File: src/rtl/slot_pkg.sv
// Shared types and helpers for the three-reel slot machine controller.
package slot_pkg;

  localparam int NUM_REELS = 3;
  localparam int DIGIT_W   = 4;
  localparam int CREDIT_W  = 7;

  typedef enum logic [2:0] {
    IDLE,
    SPIN,
    STOP_L,
    STOP_M,
    SETTLE,
    EVAL,
    PAYOUT
  } state_t;

  typedef enum logic [1:0] {
    WIN_NONE   = 2'd0,
    WIN_PAIR   = 2'd1,
    WIN_TRIPLE = 2'd2
  } win_t;

  // A zero-valued count or duration parameter behaves as 1.
  function automatic int at_least_one(input int v);
    return (v < 1) ? 1 : v;
  endfunction

  function automatic win_t classify(input logic [NUM_REELS-1:0][DIGIT_W-1:0] v);
    if (v[0] == v[1] && v[1] == v[2]) return WIN_TRIPLE;
    if (v[0] == v[1] || v[1] == v[2] || v[0] == v[2]) return WIN_PAIR;
    return WIN_NONE;
  endfunction

endpackage

File: src/rtl/tick_strobe.sv
// Restartable prescaler: one-cycle tick every DIV clocks, realigned by clr.
module tick_strobe
  import slot_pkg::*;
#(
  parameter int DIV = 50000
) (
  input  logic clk,
  input  logic rst,
  input  logic clr,
  output logic tick
);

  localparam int DIV_EFF = at_least_one(DIV);
  localparam int CW      = (DIV_EFF > 1) ? $clog2(DIV_EFF) : 1;

  logic [CW-1:0] cnt;

  assign tick = (cnt == CW'(DIV_EFF - 1));

  // NOTE: sequential state uses non-blocking assignments so every flop samples pre-edge values.
  always_ff @(posedge clk or negedge rst) begin
    if (!rst)             cnt <= '0;
    else if (clr || tick) cnt <= '0;
    else                  cnt <= cnt + 1'b1;
  end

endmodule

File: src/rtl/reel_sequencer.sv
// Slot machine controller: staggered reel stops, win evaluation, credits, payout.
// Optional build macro SKILL_STOP_EN: a press in STOP_L/STOP_M stops the next reel early.
module reel_sequencer
  import slot_pkg::*;
#(
  parameter int TICK_DIV       = 50000,
  parameter int MIN_SPIN_TICKS = 800,
  parameter int STAGGER_TICKS  = 300,
  parameter int SETTLE_TICKS   = 2,
  parameter int BUZZ_TICKS     = 500,
  parameter int CREDIT_INIT    = 5,
  parameter int PAY_PAIR       = 2,
  parameter int PAY_TRIPLE     = 10,
  parameter int CREDIT_MAX     = 99
) (
  input  logic                              clk,
  input  logic                              rst,
  input  logic                              button,
  input  logic [NUM_REELS-1:0][DIGIT_W-1:0] reel_vals,
  output logic [NUM_REELS-1:0]              reel_run,
  output logic                              busy,
  output logic [1:0]                        win_type,
  output logic [CREDIT_W-1:0]               credits,
  output logic                              buzzer,
  output logic                              blink
);

  localparam int MIN_EFF     = at_least_one(MIN_SPIN_TICKS);
  localparam int STAG_EFF    = at_least_one(STAGGER_TICKS);
  localparam int SETTLE_EFF  = at_least_one(SETTLE_TICKS);
  localparam int BUZZ_EFF    = at_least_one(BUZZ_TICKS);
  localparam int INIT_EFF    = at_least_one(CREDIT_INIT);
  localparam int PAIR_EFF    = at_least_one(PAY_PAIR);
  localparam int TRIPLE_EFF  = at_least_one(PAY_TRIPLE);
  localparam int MAX_EFF     = at_least_one(CREDIT_MAX);

  state_t                              state;
  logic [2:0]                          btn_q;
  logic                                press;
  logic                                tick;
  logic                                skill_stop;
  logic                                interval_done;
  logic                                advance;
  logic [31:0]                         tick_cnt;
  int                                  limit;
  logic [NUM_REELS-1:0][DIGIT_W-1:0]   sampled;
  win_t                                eval_win;

  function automatic logic [CREDIT_W-1:0] sat_add(input logic [CREDIT_W-1:0] c, input int pay);
    int sum;
    sum = int'(c) + pay;
    return (sum > MAX_EFF) ? CREDIT_W'(MAX_EFF) : CREDIT_W'(sum);
  endfunction

  // Two synchronizer flops plus one history flop for the rising-edge detect.
  always_ff @(posedge clk or negedge rst) begin
    if (!rst) btn_q <= '0;
    else      btn_q <= {btn_q[1:0], button};
  end

  assign press = btn_q[1] & ~btn_q[2];

`ifdef SKILL_STOP_EN
  assign skill_stop = press && (state == STOP_L || state == STOP_M);
`else
  assign skill_stop = 1'b0;
`endif

  tick_strobe #(.DIV(TICK_DIV)) u_tick (
    .clk  (clk),
    .rst  (rst),
    .clr  (advance),
    .tick (tick)
  );

  // NOTE: every always_comb output gets a default first so no latch is inferred.
  always_comb begin
    limit = 1;
    case (state)
      SPIN:          limit = MIN_EFF;
      STOP_L, STOP_M: limit = STAG_EFF;
      SETTLE:        limit = SETTLE_EFF;
      PAYOUT:        limit = BUZZ_EFF;
      default:       limit = 1;
    endcase
  end

  assign interval_done = tick && (tick_cnt == 32'(limit - 1));

  // advance marks the cycle that leaves the current state; it also restarts the prescaler.
  always_comb begin
    advance = 1'b0;
    case (state)
      IDLE:           advance = press && (credits != '0);
      SPIN, SETTLE,
      PAYOUT:         advance = interval_done;
      STOP_L, STOP_M: advance = interval_done || skill_stop;
      EVAL:           advance = 1'b1;
      default:        advance = 1'b0;
    endcase
  end

  always_ff @(posedge clk or negedge rst) begin
    if (!rst)                         tick_cnt <= '0;
    else if (advance)                 tick_cnt <= '0;
    else if (tick && state != IDLE)   tick_cnt <= tick_cnt + 1'b1;
  end

  // NOTE: the sampled reel digits are pure data consumed only in EVAL, so they carry no reset.
  always_ff @(posedge clk) begin
    if (state == SETTLE && advance) sampled <= reel_vals;
  end

  assign eval_win = classify(sampled);

  always_ff @(posedge clk or negedge rst) begin
    if (!rst) begin
      state    <= IDLE;
      reel_run <= '0;
      busy     <= 1'b0;
      win_type <= WIN_NONE;
      credits  <= CREDIT_W'(INIT_EFF);
      buzzer   <= 1'b0;
      blink    <= 1'b0;
    end else if (advance) begin
      case (state)
        IDLE: begin
          credits  <= credits - 1'b1;
          reel_run <= '1;
          win_type <= WIN_NONE;
          busy     <= 1'b1;
          state    <= SPIN;
        end
        SPIN: begin
          reel_run[0] <= 1'b0;
          state       <= STOP_L;
        end
        STOP_L: begin
          reel_run[1] <= 1'b0;
          state       <= STOP_M;
        end
        STOP_M: begin
          reel_run[2] <= 1'b0;
          state       <= SETTLE;
        end
        SETTLE: state <= EVAL;
        EVAL: begin
          win_type <= eval_win;
          case (eval_win)
            WIN_TRIPLE: begin
              credits <= sat_add(credits, TRIPLE_EFF);
              buzzer  <= 1'b1;
              blink   <= 1'b1;
              state   <= PAYOUT;
            end
            WIN_PAIR: begin
              credits <= sat_add(credits, PAIR_EFF);
              buzzer  <= 1'b1;
              blink   <= 1'b1;
              state   <= PAYOUT;
            end
            default: begin
              busy  <= 1'b0;
              state <= IDLE;
            end
          endcase
        end
        PAYOUT: begin
          buzzer <= 1'b0;
          blink  <= 1'b0;
          busy   <= 1'b0;
          state  <= IDLE;
        end
        default: state <= IDLE;
      endcase
    end
  end

endmodule

File: config.mk
export PLATFORM = sky130hd
export DESIGN_NAME = reel_sequencer
export DESIGN_NICKNAME = d
export VERILOG_FILES = /design/src/rtl/slot_pkg.sv /design/src/rtl/tick_strobe.sv /design/src/rtl/reel_sequencer.sv
export SDC_FILE = /design/constraint.sdc
export NUM_CORES = 1
export LEC_CHECK = 0
export ABC_AREA = 1
export CELL_PAD_IN_SITES_DETAIL_PLACEMENT = 1
export CELL_PAD_IN_SITES_GLOBAL_PLACEMENT = 1
export CORE_MARGIN = 5
export CORE_UTILIZATION = 30
export DETAILED_ROUTE_END_ITERATION = 8
export PLACE_DENSITY_LB_ADDON = 0.08
export SLEW_MARGIN = 20
export SYNTH_ARGS = -nofsm -noshare
export SYNTH_HDL_FRONTEND = slang
export SYNTH_SLANG_ARGS = --single-unit
File: constraint.sdc
create_clock -name clk -period 2.6 [get_ports clk]
set_clock_uncertainty 0.15 [all_clocks]
set_input_delay 0.52 -clock clk [delete_from_list [all_inputs] [get_ports clk]]
set_output_delay 0.52 -clock clk [all_outputs]
set_load 0.01 [all_outputs]
* Word-level counts from Yosys, hierarchy flattened
Cells that the tools add are included.
** Cells by class
- Mux-type cells :: 26
- Add/subtract/negate cells :: 6
- Bitwise operators :: 2
- Reductions and logical operators :: 28
- Order comparisons :: 2
- Eq/ne operators :: 16
** Operator list (number)
- 32-bit 2-to-1 mux :: 2
- 10-bit case mux with 4 select lines :: 1
- 32-bit by 1-bit adder with 32-bit output, second input constant :: 1
- 32-bit equality test :: 1
- 32-bit by 2-bit subtractor with 32-bit output, second input constant :: 1
- 7-bit case mux with 2 select lines :: 2
- 3-bit case mux with 6 select lines :: 1
- 16-bit by 1-bit adder with 16-bit output, second input constant :: 1
- 16-bit equality test, second input constant :: 1
- 8-bit by 7-bit > comparator with 1-bit output, second input constant :: 2
- 16-bit 2-to-1 mux :: 1
- 7-bit 2-to-1 mux :: 2
- 4-bit equality test :: 3
- 2-bit nonzero test :: 6
- 3-bit equality test, second input constant :: 3
- 3-bit AND reduction :: 3
- 7-bit by 2-bit adder with 8-bit output, second input constant :: 1
- 7-bit by 4-bit adder with 8-bit output, second input constant :: 1
- 2-bit 2-to-1 mux :: 4
- 1-bit case mux with 2 select lines :: 4
- 2-bit AND reduction :: 4
- 7-bit nonzero test :: 1
- 7-bit by 1-bit subtractor with 7-bit output, second input constant :: 1
- 3-bit by 2-bit equality test with 1-bit output, second input constant :: 2
- 17 further kinds :: 31
** Word-level totals
- Logic and storage cells :: 94
- Flip-flop bits (word level) :: 80

* Logic depth before layout (Yosys ltp)
- Depth in word-level cells :: 11
- Mapped depth :: 15

* Modules after synthesis
A second synthesis with hierarchy kept.
** Unflattened totals
- Cells, all modules :: 677
- Area total of the unflattened synthesis :: 4931.0 µm²
** Modules (own cells, without submodules)
- reel_sequencer :: times used 1, sequential area each 1664.1 µm², cells each 554, area an instance 3970.1 µm²
- tick_strobe :: times used 1, sequential area each 400.4 µm², cells each 123, area an instance 960.9 µm²

* Least setup slack after synthesis
No wires, ideal clock.
- Path type :: reg2reg
- Start point :: register credits[2]
- End point :: register sampled[0] (netlist bit) (enable)
- Library setup time :: 0.380 ns
- Buffers on the path :: 1
- Slack :: 0.054 ns
- Arrival time :: 2.015 ns
- Period minus slack after synthesis :: 2.546 ns
- Data required time :: 2.070 ns
- Cell stages (with the launch flop) :: 12
- Cell sequence :: dfstp_2 buf_2 inv_1 nand2_1 nor2_1 nand3_1 nand2_1 o21ai_1 inv_1 nand2_4 inv_2 nor2_1
** On the way
- Word-level cells in the longest chain between the ends :: 4
** RTL lines
- start: declaration :: line reel_sequencer.sv:23 : output logic [CREDIT_W-1:0] credits,
- start signal: assignment :: line reel_sequencer.sv:122 : credits <= CREDIT_W'(INIT_EFF);
- start signal: assignment :: line reel_sequencer.sv:128 : credits <= credits - 1'b1;
- start signal: assignment :: line reel_sequencer.sv:151 : credits <= sat_add(credits, TRIPLE_EFF);
- 7-bit nonzero test :: line reel_sequencer.sv:94 : IDLE: advance = press && (credits != '0);
- 1-bit logical AND :: line reel_sequencer.sv:94
- 1-bit case mux with 3 select lines :: line reel_sequencer.sv:93 : case (state)
- 1-bit logical AND :: line reel_sequencer.sv:111 : if (state == SETTLE && advance) sampled <= reel_vals;
- end signal: assignment :: line reel_sequencer.sv:111
- end: declaration :: line reel_sequencer.sv:46 : logic [NUM_REELS-1:0][DIGIT_W-1:0] sampled;
No other way between the ends.
A chain may end at the register's enable or synchronous reset.

* Worst setup path after layout
- Start point :: register state[2]
- End point :: register sampled[10] (netlist bit) (enable)
** On the way
- Word-level cells in the longest chain between the ends :: 8
** RTL lines
- start: declaration :: line reel_sequencer.sv:37 : state_t state;
- start signal: assignment :: line reel_sequencer.sv:118 : state <= IDLE;
- start signal: assignment :: line reel_sequencer.sv:132 : state <= SPIN;
- start signal: assignment :: line reel_sequencer.sv:136 : state <= STOP_L;
- 3-bit by 2-bit equality test with 1-bit output :: line reel_sequencer.sv:79, reel_sequencer.sv:93
- 2-bit OR reduction :: line reel_sequencer.sv:79 : case (state)
- 10-bit case mux with 4 select lines :: line reel_sequencer.sv:79
- 32-bit by 2-bit subtractor with 32-bit output :: line reel_sequencer.sv:88 : assign interval_done = tick && (tick_cnt == 32'(limit - 1));
- 32-bit equality test :: line reel_sequencer.sv:88
- 1-bit logical AND :: line reel_sequencer.sv:88
- 1-bit case mux with 3 select lines :: line reel_sequencer.sv:93
- 1-bit logical AND (*) :: line reel_sequencer.sv:111
Mark *: on every way between the ends. The rest lies on a longest branch, timed or not.

==> metrics.txt <==
fin crit share=91.7%; clock net sink count=80; Synth Area in XOR/XNOR=5.94%; CTS max path bufs=2; chip height=141 um; Skew-Pair Late Insertion Delay=0.35 ns; 1st-pass router iterations=4; nets@finish=811; main combinational cell family by area after synthesis=simple AND/OR/NAND/NOR gates; vias=4840; # setup viols final=0; R2R Path Start=state[2]; synth top area cells=dfrtp_1 (32%), nand2_1 (15%), nor2_1 (8.7%), edfxtp_1 (7.0%), nand3_1 (6.5%); post-DR wirelength/cell=14.9 um; CP max stage delay=0.48 ns; Ports=30; Iter 0 DRT Violations=181; Setup TNS Final=0 ns; top cell type's share of synthesized area=32.0%; Final Hold Vio Count=0; Max-slew headroom=56.1%; critical path depth=11; CTS Buf Count=9; CP delay by family, top=simple AND/OR/NAND/NOR gates; Synth Area in Compound Gates=3.64%; CP endpoint kind=flip-flop; DRC violations left=0; Clock Tree Root=clkbuf_16; R2R cell count=11; # port buffers=29; clock period minus final worst setup slack=2.38 ns; Clock transition at path regs=0.07 ns; fin. max-slew vios=0; Inserted Diodes=0; Die ar.=19900 um^2; Vias/cell=4.75; Layout area overhead=19.1%; Synth Area in Adders=1.70%; gpl congestion=0.841; most frequent cells in the layout=nand2_1 (209), nor2_1 (120), inv_1 (87), nand3_1 (67), dfrtp_1 (65); Synthesized Nets=761; Post-Syn Instances=739; Syn Area/Cell=6.99 um^2; critical path arrival=2.29 ns; share of cells above drive strength 1=7.81%; origin of the worst setup path=state[2]; postcts setup bufs=0; f_max=0.420 GHz; post-synthesis mux area share=0%; RSZ-0062 raised after global routing=false; # hold bufs at CTS=0; Crit Path Class=reg -> reg; WHS=0.0508 ns; vias in the first global route=5064; GRT Overall Usage=16.1%; post-DP HPWL=11.8 mm; CTS H-tree lvls=3; leakage power=2.94 nW; fillers=2154; initial antenna violation count=0; Startpoint Class=flip-flop; first-pass GRT wire length=25.8 mm; HP Class=in -> async; sequential area share after synthesis=40.0%; CP cell instances=nand2_1 > nand2_1 > xor2_1 > nor2_1 > nand2_1 > nor2_2 > nand2_4 > nand2_4 > inv_2 > nor2_1 > buf_4; dominant cell type by area after synthesis=dfrtp_1; buffer and inverter count on the worst path=2; commonest non-fill, non-tap cell in the layout=nand2_1; synthesized area=5160 um^2; area of the multi-input gates=2680 um^2; Max FO, Critical Path=12; post-route ant nets=0; r2r setup slk=0.22 ns; synth unique cells=34; Max-cap violations=0; status=finished, final reports clean; post_cts resized=0; Yosys reg bits=80; CP most frequent cell=nand2_1; YS warnings=0; critical path's slowest cell=dfrtp_1; crit path capture=sampled[10]; standard-cell rows=48; DIE WIDTH=141 um; CTS tree=done; simple-gate share of the synthesized area=40.6%; final WL=15.2 mm; gr ovfl total=0; RR Endpoint=sampled[10]; Final Core Density=35.9%; PD cells=434 nW/um^2; Peak VDD IR=0.280 mV; Required @ worst endpoint=2.51 ns; initial core utilization=30.2%; worst slew pin tran=0.658 ns; largest net degree at the start of global routing=35; core area=17100 um^2; register area=2070 um^2
how the worst min path moves through the flow:
| stage | endpoint | slack, ns |
|---|---|---|
| floorplan | blink | 0.07 |
| global placement | btn_q[1] | 0.20 |
| detailed placement | btn_q[1] | 0.20 |
| CTS | reel_run[1] | 0.05 |
| global route | state[2] | 0.08 |
| finish | reel_run[1] | 0.05 |
routing by layer:
| metal | global-route usage (%) | vias to the layer above | wire [um] |
|---|---|---|---|
| met5 | 0 | - | 0 |
| li1 | - | 2473 | - |
| met2 | 26.8 | 41 | 7210 |
| met4 | 5.35 | 0 | 238 |
| met1 | 21.5 | 2312 | 7420 |
| met3 | 2.17 | 14 | 326 |
power by group:
part           total (mW)  internal (mW)  switching [mW]
sequential           1.27           1.27        0.000791
combinational      0.0485         0.0217          0.0268
clock                1.35          0.765           0.582
total                2.67           2.06           0.610
state kept, by name, indices dropped and copies added (netlist names):
register    flops
btn_q           3
u_tick.cnt     16
reel_run        3
blink           1
tick_cnt       32
busy            1
state           3
sampled        12
win_type        2
credits         7
cells by family (layout without fill, tap and decap cells):
group | after synthesis | after routing
XOR/XNOR | 35 | 35
AND/OR/NAND/NOR | 478 | 478
adder cells (fa/ha/maj) | 7 | 7
AO/OA/AOI/OAI | 35 | 35
flip-flops | 80 | 80
buffers and inverters | 104 | 159
final cells by class:
| class | instances | area share, % |
|---|---|---|
| multi-input combinational | 555 | 43.6 |
| tap | 225 | 4.58 |
| sequential | 80 | 33.6 |
| clock inverter | 7 | 1.38 |
| clock buffer | 9 | 3.66 |
| timing repair buffer | 52 | 7.65 |
| inverter | 91 | 5.55 |
worst reg2reg max path, stage by stage, from the launching register on:
cell	delay [ns]
dfrtp_1	0.48
nand2_1	0.18
nand2_1	0.13
xor2_1	0.16
nor2_1	0.20
nand2_1	0.09
nor2_2	0.13
nand2_4	0.07
nand2_4	0.12
inv_2	0.08
nor2_1	0.09
buf_4	0.20
cell usage after synthesis, drive strengths merged:
cell type	count
clkinv	1
a21o	1
buf	11
xor2	31
dfstp	2
a21oi	14
nor4	3
o22ai	1
xnor2	4
nand3	67
nand4	41
or2	4
edfxtp	12
inv	90
o21ai	17
a22oi	1
nor2	126
clkbuf	2
a21boi	1
nand2	213
ha	7
nand3b	2
nor3	22
dfrtp	66
stage by stage:
| step | setup slack (ns) | instances | area [um^2] | power (mW) |
|---|---|---|---|---|
| final | 0.216 | 1019 | 6150 | 2.67 |
| after CTS | 0.187 | 1019 | 6150 | 2.72 |
| after detailed placement | 0.206 | 1003 | 5840 | 1.35 |
| after global routing | 0.0443 | 1019 | 6150 | 2.79 |
| after global placement | 0.185 | 1003 | 5840 | 1.35 |
| after floorplan | 0.0543 | 739 | 5160 | 1.30 |
Note: power is estimated with default switching activity, not from simulation.
